### config.mk
export PLATFORM = sky130hd
export DESIGN_NAME = gsu_cache_ctrl
export DESIGN_NICKNAME = d
export VERILOG_FILES = /design/src/rtl/gsu_cache_ctrl.sv
export SDC_FILE = /design/constraint.sdc
export NUM_CORES = 1
export LEC_CHECK = 0
export ABC_AREA = 1
export CORE_UTILIZATION = 47
export CTS_CLUSTER_SIZE = 10
export DETAILED_ROUTE_END_ITERATION = 10
export PLACE_DENSITY = 0.78
export SLEW_MARGIN = 20
export SYNTH_ARGS = -nofsm -noshare
export SYNTH_HDL_FRONTEND = slang
export SYNTH_SLANG_ARGS = --single-unit
### constraint.sdc
create_clock -name clkin -period 8.1 [get_ports clkin]
set_input_delay 1.62 -clock clkin [delete_from_list [all_inputs] [get_ports clkin]]
set_output_delay 1.62 -clock clkin [all_outputs]
set_load 0.01 [all_outputs]
### src/rtl/gsu_cache_ctrl.sv
// gsu_cache_ctrl -- sequencer for the 512-byte GSU instruction cache
//
// Purpose:
//   Resolves GSU opcode fetches against a 32 x 16-byte cache that is windowed
//   by CBR. A hit reads the gsu_cache RAM. A miss fills the whole line from
//   Game Pak ROM, answers the fetch, and then marks the line valid. A fetch
//   outside the window is served straight from ROM and leaves the cache alone.
//   Also handles CBR loads, flag flushes and SNES-side cache writes made while
//   the GSU is stopped.
//
// Ports:
//   clkin, RESET              clock, asynchronous active-high reset
//   go                        SFR G flag; fetches are accepted only while high
//   fetch_req/addr/ack/data   GSU opcode fetch handshake (ack is a 1-cycle pulse)
//   cbr_load, cbr_in          load CBR (low nibble forced to 0) and clear flags
//   flush                     clear all line flags, CBR unchanged
//   snes_we/addr/wdata        SNES write into the cache while the GSU is stopped
//   rom_req/addr/ack/data     ROM read port toward the bus arbiter
//   cache_addr/din/we/dout    gsu_cache port A (read data has 1-cycle latency)
//   cbr, cache_flags          current CBR and per-line valid flags
//
// Build option:
//   GSU_CACHE_STATS_EN  adds saturating hit_cnt / miss_cnt outputs.

module gsu_cache_ctrl #(
    parameter int NUM_LINES  = 32,
    parameter int LINE_BYTES = 16,
    parameter int CACHE_AW   = 9
) (
    input  logic                 clkin,
    input  logic                 RESET,
    input  logic                 go,
    input  logic                 fetch_req,
    input  logic [23:0]          fetch_addr,
    output logic                 fetch_ack,
    output logic [7:0]           fetch_data,
    input  logic                 cbr_load,
    input  logic [15:0]          cbr_in,
    input  logic                 flush,
    input  logic                 snes_we,
    input  logic [CACHE_AW-1:0]  snes_addr,
    input  logic [7:0]           snes_wdata,
    output logic                 rom_req,
    output logic [23:0]          rom_addr,
    input  logic                 rom_ack,
    input  logic [7:0]           rom_data,
    output logic [CACHE_AW-1:0]  cache_addr,
    output logic [7:0]           cache_din,
    output logic                 cache_we,
    input  logic [7:0]           cache_dout,
    output logic [15:0]          cbr,
`ifdef GSU_CACHE_STATS_EN
    output logic [15:0]          hit_cnt,
    output logic [15:0]          miss_cnt,
`endif
    output logic [NUM_LINES-1:0] cache_flags
);

    localparam int LW = $clog2(NUM_LINES);
    localparam int BW = $clog2(LINE_BYTES);

    typedef enum logic [2:0] {
        IDLE,
        HIT_RD,
        FILL_REQ,
        FILL_WR,
        FILL_DONE,
        UNC_REQ
    } state_t;

    state_t               state_q, state_d;
    logic [15:0]          cbr_q;
    logic [NUM_LINES-1:0] flags_q;
    logic [LW-1:0]        line_q;      // cache line being filled
    logic [15-BW:0]       base_q;      // line base address above the byte offset
    logic [7:0]           bank_q;      // PBR of the fetch being filled
    logic [BW-1:0]        beat_q;      // byte of the line currently transferred
    logic [BW-1:0]        byte_sel_q;  // byte the GSU actually asked for
    logic [7:0]           rom_byte_q;  // ROM byte waiting to be written
    logic [7:0]           result_q;    // fetch answer collected during a fill
    logic [7:0]           hit_data_q;  // fetch answer read from the cache
    logic                 ack_q;       // hit answer pending this cycle
    logic                 stale_q;     // flags were cleared while this fill ran

    logic [15:0]          off;
    logic                 in_window;
    logic [LW-1:0]        off_line;
    logic                 clear;
    logic                 snes_ok;
    logic                 fill_start;
    logic                 unused_cbr_low;

    // Window test: offset from CBR with 16-bit wrap-around.
    assign off        = fetch_addr[15:0] - cbr_q;
    assign in_window  = (off[15:CACHE_AW] == '0);
    assign off_line   = off[CACHE_AW-1:BW];
    assign clear      = cbr_load | flush;
    assign snes_ok    = snes_we && !go && (state_q == IDLE);
    assign fill_start = (state_q == IDLE) && (state_d == FILL_REQ);

    // The low nibble of CBR is hard-wired to zero.
    assign unused_cbr_low = ^cbr_in[3:0];

    assign cbr         = cbr_q;
    assign cache_flags = flags_q;

    // NOTE: state and datapath registers use non-blocking assignments so every
    // flop samples the values from before the edge, independent of block order.
    always_ff @(posedge clkin or posedge RESET) begin
        if (RESET) state_q <= IDLE;
        else       state_q <= state_d;
    end

    // NOTE: every combinational output gets a default before the case statement;
    // a path that left one unassigned would infer a latch.
    always_comb begin
        state_d    = state_q;
        fetch_ack  = 1'b0;
        fetch_data = '0;
        rom_req    = 1'b0;
        rom_addr   = '0;
        cache_addr = '0;
        cache_din  = '0;
        cache_we   = 1'b0;

        case (state_q)
            IDLE: begin
                // A hit answer is presented here, one cycle after HIT_RD, while
                // the requester is still holding fetch_req; do not re-accept it.
                if (ack_q) begin
                    fetch_ack  = 1'b1;
                    fetch_data = hit_data_q;
                end
                if (go) begin
                    if (fetch_req && !ack_q) begin
                        if (!in_window) begin
                            state_d = UNC_REQ;
                        end else if (flags_q[off_line]) begin
                            cache_addr = off[CACHE_AW-1:0];
                            state_d    = HIT_RD;
                        end else begin
                            state_d = FILL_REQ;
                        end
                    end
                end else if (snes_we) begin
                    cache_we   = 1'b1;
                    cache_addr = snes_addr;
                    cache_din  = snes_wdata;
                end
            end

            // RAM output for the address driven in IDLE becomes valid here.
            HIT_RD: state_d = IDLE;

            FILL_REQ: begin
                rom_req  = 1'b1;
                rom_addr = {bank_q, base_q, beat_q};
                if (rom_ack) state_d = FILL_WR;
            end

            FILL_WR: begin
                cache_we   = 1'b1;
                cache_addr = {line_q, beat_q};
                cache_din  = rom_byte_q;
                state_d    = (beat_q == BW'(LINE_BYTES - 1)) ? FILL_DONE : FILL_REQ;
            end

            FILL_DONE: begin
                fetch_ack  = 1'b1;
                fetch_data = result_q;
                state_d    = IDLE;
            end

            UNC_REQ: begin
                rom_req  = 1'b1;
                rom_addr = fetch_addr;
                if (rom_ack) begin
                    fetch_ack  = 1'b1;
                    fetch_data = rom_data;
                    state_d    = IDLE;
                end
            end

            default: state_d = IDLE;
        endcase
    end

    always_ff @(posedge clkin or posedge RESET) begin
        if (RESET) begin
            cbr_q      <= '0;
            flags_q    <= '0;
            line_q     <= '0;
            base_q     <= '0;
            bank_q     <= '0;
            beat_q     <= '0;
            byte_sel_q <= '0;
            rom_byte_q <= '0;
            result_q   <= '0;
            hit_data_q <= '0;
            ack_q      <= 1'b0;
            stale_q    <= 1'b0;
        end else begin
            ack_q <= (state_q == HIT_RD);
            if (state_q == HIT_RD) hit_data_q <= cache_dout;

            if (fill_start) begin
                line_q     <= off_line;
                base_q     <= fetch_addr[15:BW];
                bank_q     <= fetch_addr[23:16];
                byte_sel_q <= off[BW-1:0];
                beat_q     <= '0;
            end

            if (state_q == FILL_REQ && rom_ack) rom_byte_q <= rom_data;

            if (state_q == FILL_WR) begin
                if (beat_q == byte_sel_q) result_q <= rom_byte_q;
                beat_q <= beat_q + 1'b1;
            end

            // A clear at acceptance or at any point of the fill means the line
            // was filled against flags (and possibly a CBR) that no longer hold.
            if (fill_start)  stale_q <= clear;
            else if (clear)  stale_q <= 1'b1;

            if (cbr_load) cbr_q <= {cbr_in[15:4], 4'h0};

            // Clear has priority over both ways of setting a flag.
            if (clear) begin
                flags_q <= '0;
            end else begin
                if (state_q == FILL_DONE && !stale_q) flags_q[line_q] <= 1'b1;
                if (snes_ok && (snes_addr[BW-1:0] == BW'(LINE_BYTES - 1)))
                    flags_q[snes_addr[CACHE_AW-1:BW]] <= 1'b1;
            end
        end
    end

`ifdef GSU_CACHE_STATS_EN
    always_ff @(posedge clkin or posedge RESET) begin
        if (RESET) begin
            hit_cnt  <= '0;
            miss_cnt <= '0;
        end else if (cbr_load) begin
            hit_cnt  <= '0;
            miss_cnt <= '0;
        end else begin
            if (state_q == HIT_RD && hit_cnt != 16'hFFFF) hit_cnt  <= hit_cnt + 16'd1;
            if (fill_start && miss_cnt != 16'hFFFF)       miss_cnt <= miss_cnt + 16'd1;
        end
    end
`endif

endmodule

==> impl_metrics.csv, run 1 <==
group,metric,value,unit
drt,ant_nets,0,
synth,async_flop_share,100,%
setup_path,timing.critical_path.from_type,"input port",
job,drv_cap,0,
setup_path,critPathMaxStageDelay,0.79,ns
cells_and_area,stdcell_count,1216,
synth,synth_warnings,0,
clocking,post_cts_resized,0,
setup_path,cp.required,6.48,ns
floorplanning,core,13500,sq um
cells_and_area,num-nets-final,1129,
synth,synth_top_flop_cell,"dfrtp_1",
worst_hold_path,min_to,"stale_q",
synth,syn_area,6590,sq um
placement,gp_congestion,0.921,
pwr,total_leakage_power,4.18,nW
synth,ys_top_cells_by_area,"dfrtp_1, nand2_1, inv_1",
setup_path,cp_cell_sequence,"clkdlybuf4s50_1, inv_1, ha_1, fa_1, inv_2, nand3_1, nand3_1, nand3_1, nand2_1, nand2_1, nand2_2, clkinv_1, nand2_1, o21bai_1, clkdlybuf4s50_1",
setup_path,worstRegToRegCells,13,
floorplanning,die_w,120,microns
synth,synth_top_area_share,40.2,%
setup_path,cp.arrival,5.14,ns
drt,drc,0,
status,outcome,"completed",
floorplanning,num_io_pins,181,
setup_path,rrSetupSlack,4.50,ns
worst_hold_path,hold_class,"reg -> reg",
sta,tightest_slew,1.03,ns
cells_and_area,syn_to_final_growth,32.1,%
cells_and_area,drive_gt1_share,11.4,%
synth,ys_seq_area_share,40.2,%
grt,grtUsageTotal,25.9,%
drt,totalWireLength,18500,microns
cells_and_area,fin_util,64.7,%
clocking,cts_root_buf,"clkbuf_16",
worst_hold_path,hold-path-cell-count,2,
grt,grt_pass1_wl,29500,microns
placement,io_buffers,172,
grt,grt_pass1_vias,5873,
drt,vias,6390,
sta,report.final.slew_viol_count,0,
clocking,cts_max_path_buffers,2,
clocking,path_clk_slew,0.07,ns
sta,hold_viol_final,0,
placement,post-place-ws,1.40,ns
sta,fin_tns_setup,0,ns
sta,hold_ws,0.479,ns
setup_path,reg2reg_from,"cbr[4]",
clocking,cts_tree,"done",
drt,wl_per_cell,15.2,microns
drt,drt-initial-drc-count,570,
sta,setup_ws,1.34,ns
synth,synth.distinct_cells,41,
synth,syn_avg_cell_area,7.53,sq um
sta,rsz0062_at_grt,"no",
sta,relSlewSlack,31.2,%
setup_path,worst-path-max-fanout,10,
cells_and_area,antennaDiodeCount,0,
floorplanning,die_y,120,microns
setup_path,critical_path.endpoint_type,"primary output",
synth,synth_edf_count,0,
setup_path,path_delay_family,"buffers and inverters",
setup_path,cp.buffers_inverters,5,
clocking,numCtsBuffers,9,
grt,grt_max_degree,61,
sta,finalClockSkew,0.00824,ns
clocking,cts_setup_buffers,0,
floorplanning,fp-row-count,42,
setup_path,crit_path_top_delay_cell,"fa_1",
grt,antenna_found_initial,0,
pwr,power_density,168,nW/um^2
drt,viasPerCell,5.25,
setup_path,worstSetupPathType,"in -> out",
placement,dp_hpwl,13700,microns
synth,ys_ff_latch,106,
pwr,vdd_drop_max,0.000121,V
worst_hold_path,min-delay-start,"stale_q",
sta,period_needed,6.76,ns
clocking,insertion_delay,0.35,ns
floorplanning,start_util,49.0,%
floorplanning,die_area,14500,sq um
setup_path,regToRegEndpoint,"base_q[8]",
drt,drtPass1Iterations,5,
clocking,cts_hold_buf,0,
clocking,cts_sinks,106,
synth,synth_area_leader_cell,"dfrtp_1",
placement,dp_cells,1200,
grt,grt.overflow.total,0,
clocking,cts_max_level,3,
sta,clock.fmax,148,MHz
synth,synthCells,875,
sta,period_share,83.5,%
sta,finalSetupViolations,0,
## registers in the layout, summed over array words and instances, names as in the netlist, 4 cells and up
signal       count
byte_sel_q       4
bank_q           8
line_q           5
hit_data_q       8
cbr             12
cache_flags     32
base_q          12
result_q         8
rom_byte_q       8
beat_q           4
## layer usage
metal | up-vias | share of wire (%) | global-route usage, %
met5 | - | 0 | 0
met4 | 0 | 1.7 | 7.64
met3 | 27 | 8.2 | 5.66
met2 | 281 | 48 | 41.2
met1 | 2938 | 42 | 35.4
li1 | 3144 | - | -
## where the power goes
part           internal (mW)  total [mW]  switching [mW]
combinational          0.147       0.362           0.215
clock                  0.302       0.497           0.195
sequential             0.571       0.602          0.0304
## worst reg2reg max path, cell delays in order, from the launching register on
cell and delay, ns:
dfrtp_1 0.41, ha_1 0.22, fa_1 0.65, inv_2 0.27, nand3_1 0.11, nand3_1 0.12
nand3_1 0.11, nand2_1 0.09, nand2_1 0.06, nand2_2 0.10, nand4_4 0.64, buf_4 0.55
nand2_1 0.13, o21ai_2 0.05
## worst max path at each step
stage | slack, ns | to | start | cells after the start
floorplan | 2.99 | cache_addr[1] | fetch_addr[4] | 16
CTS | 1.39 | cache_addr[6] | fetch_addr[4] | 14
finish | 1.34 | cache_addr[6] | fetch_addr[4] | 15
global route | 1.06 | cache_addr[6] | fetch_addr[4] | 14
global placement | 1.44 | cache_addr[6] | fetch_addr[4] | 15
detailed placement | 1.40 | cache_addr[6] | fetch_addr[4] | 14
## through the flow
step | power, mW | area [sq um]
floorplan | 0.839 | 6600
global placement | 0.962 | 8370
detailed placement | 0.971 | 8370
CTS | 1.47 | 8710
global route | 1.54 | 8710
finish | 1.46 | 8710
## cells by family after synthesis
logic type,Yosys count,share of synthesized area [%]
simple gates,396,28.2
compound gates,187,17.0
xor+xnor,6,1.02
flops,106,40.2
fa+ha+maj,13,2.58
buf+inv,166,10.9
other cells,1,0.0569
## cells in the mapped netlist (9+ instances only)
cell type / number
nand2_1: 250
inv_1: 124
dfrtp_1: 106
o21ai_0: 63
a21oi_1: 46
nand3_1: 45
nand2_2: 32
o21ai_2: 29
o21ai_1: 20
nor2_1: 17
nor3_1: 16
clkbuf_1: 13
ha_1: 12
o22ai_1: 10
a22oi_1: 9
buf_6: 9
inv_2: 9
nand3_2: 9
## cells in the final DEF, fill, tap and decap left out, drive strengths merged, types with 3 or more instances in the layout
master,synthesis,layout
dfrtp,106,106
nand3b,4,4
conb,1,4
a31oi,4,4
ha,12,12
clkdlybuf4s50,0,172
o22ai,10,10
clkinv,3,4
nand2,282,282
xnor2,4,4
nand4,9,9
bufinv,0,3
buf,16,3
nor2,21,21
a21oi,47,47
o21bai,3,3
a22oi,9,9
nand3,54,54
inv,134,134
nor3,23,23
clkbuf,13,11
o21ai,112,112
## area by class of cell
type / count / area [sq um]
inverter: 137 / 519
tap: 176 / 220
timing repair buffer: 175 / 1740
clock inverter: 5 / 103
sequential: 106 / 2650
clock buffer: 11 / 233
multi-input combinational: 606 / 3240
fill: 1213 / 4750
Power figures use the tool's default switching activity.
==> inputs of run 2 (changes only) <==
Settings changed: CORE_UTILIZATION 47 to 44, PLACE_DENSITY 0.78 to 0.77.
Clock period 8.1 ns to 5.69 ns, I/O delays scaled along.
==> run 2 against run 1 <==
Net effect:
- power up 35%
- critical path depth up 3
- non-clock buffer count up 5
- critical endpoint is now cache_addr[8]
- largest cell class unchanged
- highest routed layer unchanged
==> impl_metrics.csv, run 2 (synthesis results as in run 1) <==
group,metric,value,unit
status,outcome,"completed",
sta,setup_ws,0.286,ns
setup_path,cp.arrival,4.27,ns
setup_path,cp_cell_sequence,"clkdlybuf4s50_1, inv_1, ha_1, fa_2, inv_2, nand2_1, nand2_2, nand3_2, nand2_1, nand2_1, nand3_1, nand2_1, nor2_2, nand2_1, inv_2, nand2_1, o21ai_1, clkdlybuf4s50_1",
placement,dp_cells,1213,
floorplanning,die_area,15500,sq um
setup_path,worst-path-max-fanout,6,
setup_path,crit_path_top_delay_cell,"clkdlybuf4s50_1",
clocking,post_cts_resized,0,
sta,clock.fmax,185,MHz
cells_and_area,num-nets-final,1134,
setup_path,worstSetupPathType,"in -> out",
grt,grt_pass1_vias,6089,
grt,grt_max_degree,69,
cells_and_area,layout_commonest_cell,"nand2_1",
clocking,cts_root_buf,"clkbuf_16",
cells_and_area,drive_gt1_share,12.0,%
cells_and_area,antennaDiodeCount,0,
sta,finalSetupViolations,0,
cells_and_area,stdcell_count,1228,
setup_path,reg2reg_from,"cbr[4]",
floorplanning,num_io_pins,181,
drt,drtPass1Iterations,5,
floorplanning,core,14600,sq um
floorplanning,die_y,124,microns
sta,rsz0062_at_grt,"no",
cells_and_area,fin_util,59.6,%
grt,grt_pass1_wl,30800,microns
sta,period_share,95.0,%
cells_and_area,fillers,1344,
drt,drc,0,
pwr,vdd_drop_max,0.000151,V
clocking,path_clk_slew,0.08,ns
setup_path,rrSetupSlack,2.35,ns
pwr,power_density,227,nW/um^2
clocking,cts_max_level,3,
setup_path,path_delay_family,"buffers and inverters",
drt,drt-initial-drc-count,396,
sta,fin_tns_setup,0,ns
clocking,insertion_delay,0.36,ns
floorplanning,fp-row-count,44,
placement,io_buffers,172,
clocking,cts_max_path_buffers,2,
cells_and_area,largest_reg_flops,32,
setup_path,critPathMaxStageDelay,0.58,ns
sta,tightest_slew,1.01,ns
sta,report.final.slew_viol_count,0,
floorplanning,start_util,45.2,%
sta,finalClockSkew,0.0118,ns
clocking,cts_sinks,106,
grt,grtUsageTotal,24.7,%
setup_path,cp-startpoint,"fetch_addr[4]",
sta,relSlewSlack,32.2,%
worst_hold_path,min-delay-start,"hit_data_q[3]",
placement,dp_hpwl,14000,microns
sta,period_needed,5.40,ns
clocking,numCtsBuffers,9,
drt,vias,6295,
sta,hold_ws,0.486,ns
placement,post-place-ws,0.188,ns
worst_hold_path,hold_class,"reg -> reg",
pwr,total_leakage_power,4.19,nW
drt,viasPerCell,5.13,
setup_path,cpMostUsedCell,"nand2_1",
cells_and_area,final_cell_mix,"nand2_1, clkdlybuf4s50_1, inv_1",
cells_and_area,syn_to_final_growth,32.0,%
placement,gp_congestion,0.908,
floorplanning,die_w,124,microns
grt,grt.overflow.total,0,
sta,hold_viol_final,0,
grt,antenna_found_initial,0,
drt,wl_per_cell,15.0,microns
job,drv_cap,0,
drt,ant_nets,0,
setup_path,cp.required,4.55,ns
cells_and_area,regArea,2650,sq um
cells_and_area,multi_input_area,3240,sq um
clocking,cts_tree,"done",
clocking,cts_setup_buffers,0,
clocking,cts_hold_buf,0,
setup_path,cp.buffers_inverters,5,
setup_path,timing.critical_path.from_type,"input port",
setup_path,critical_path.endpoint_type,"primary output",
drt,totalWireLength,18500,microns
[run 2: cell types whose count changed in the layout (fill, tap and decap cells not counted), moves of 2 or more]
| cell | change |
|---|---|
| bufinv_16 | -3 |
| buf_4 | +5 |
| clkbuf_1 | -2 |
| clkinvlp_4 | +2 |
[run 2: path summary, 6_finish.rpt]
check | cells after the start | endpoint
worst min register to register | 2 | hit_data_q[3]
worst max register to register | 13 | base_q[10]
max in group asynchronous | 3 | cbr[11]
min in group asynchronous | 2 | cache_flags[27]
worst min-delay path | 2 | hit_data_q[3]
worst max-delay path | 18 | cache_addr[8]
[run 2: power by group]
group	switching [mW]	internal (mW)
Combinational	0.308	0.214
Sequential	0.0433	0.813
Clock	0.298	0.300
Total	0.650	1.33
[run 2: cell type report]
class	count	share of cell area [%]
Clock buffer	9	2.59
Multi-Input combinational cell	606	37.2
Inverter	137	5.97
Tap cell	184	2.65
Sequential cell	106	30.5
Clock inverter	6	0.590
Timing Repair Buffer	180	20.5
[run 2: worst register-to-register path, cell delays in order, from the launching register on]
cell and delay (ns):
dfrtp_1 0.43, ha_1 0.23, fa_2 0.55, buf_4 0.18, nand3_1 0.09, nand3_1 0.11, nand3_1 0.11, nand2_1 0.09
nand2_1 0.06, nand2_2 0.09, nand4_4 0.65, buf_4 0.49, nand2_1 0.09, o21ai_2 0.05
[run 2: layer usage]
| layer | routed length [microns] | up-vias | track usage, % |
|---|---|---|---|
| met4 | 419 | 0 | 10.3 |
| met3 | 870 | 34 | 3.69 |
| met2 | 9000 | 204 | 40.9 |
| met1 | 8190 | 2908 | 32.4 |
| met5 | 0 | - | 0 |
| li1 | - | 3149 | - |
[run 2: stage by stage]
step	total power, mW	area (sq um)
floorplan	1.19	6600
global placement	1.38	8420
detailed placement	1.39	8420
CTS	1.99	8690
global route	2.09	8700
finish	1.98	8700
==> inputs of run 3 (changes only) <==
Settings changed: HOLD_SLACK_MARGIN set to 0.1, SLEW_MARGIN 20 to not set.
==> results of run 3 <==
Same layout as run 2: the final DEF is identical, and so are final timing and power.
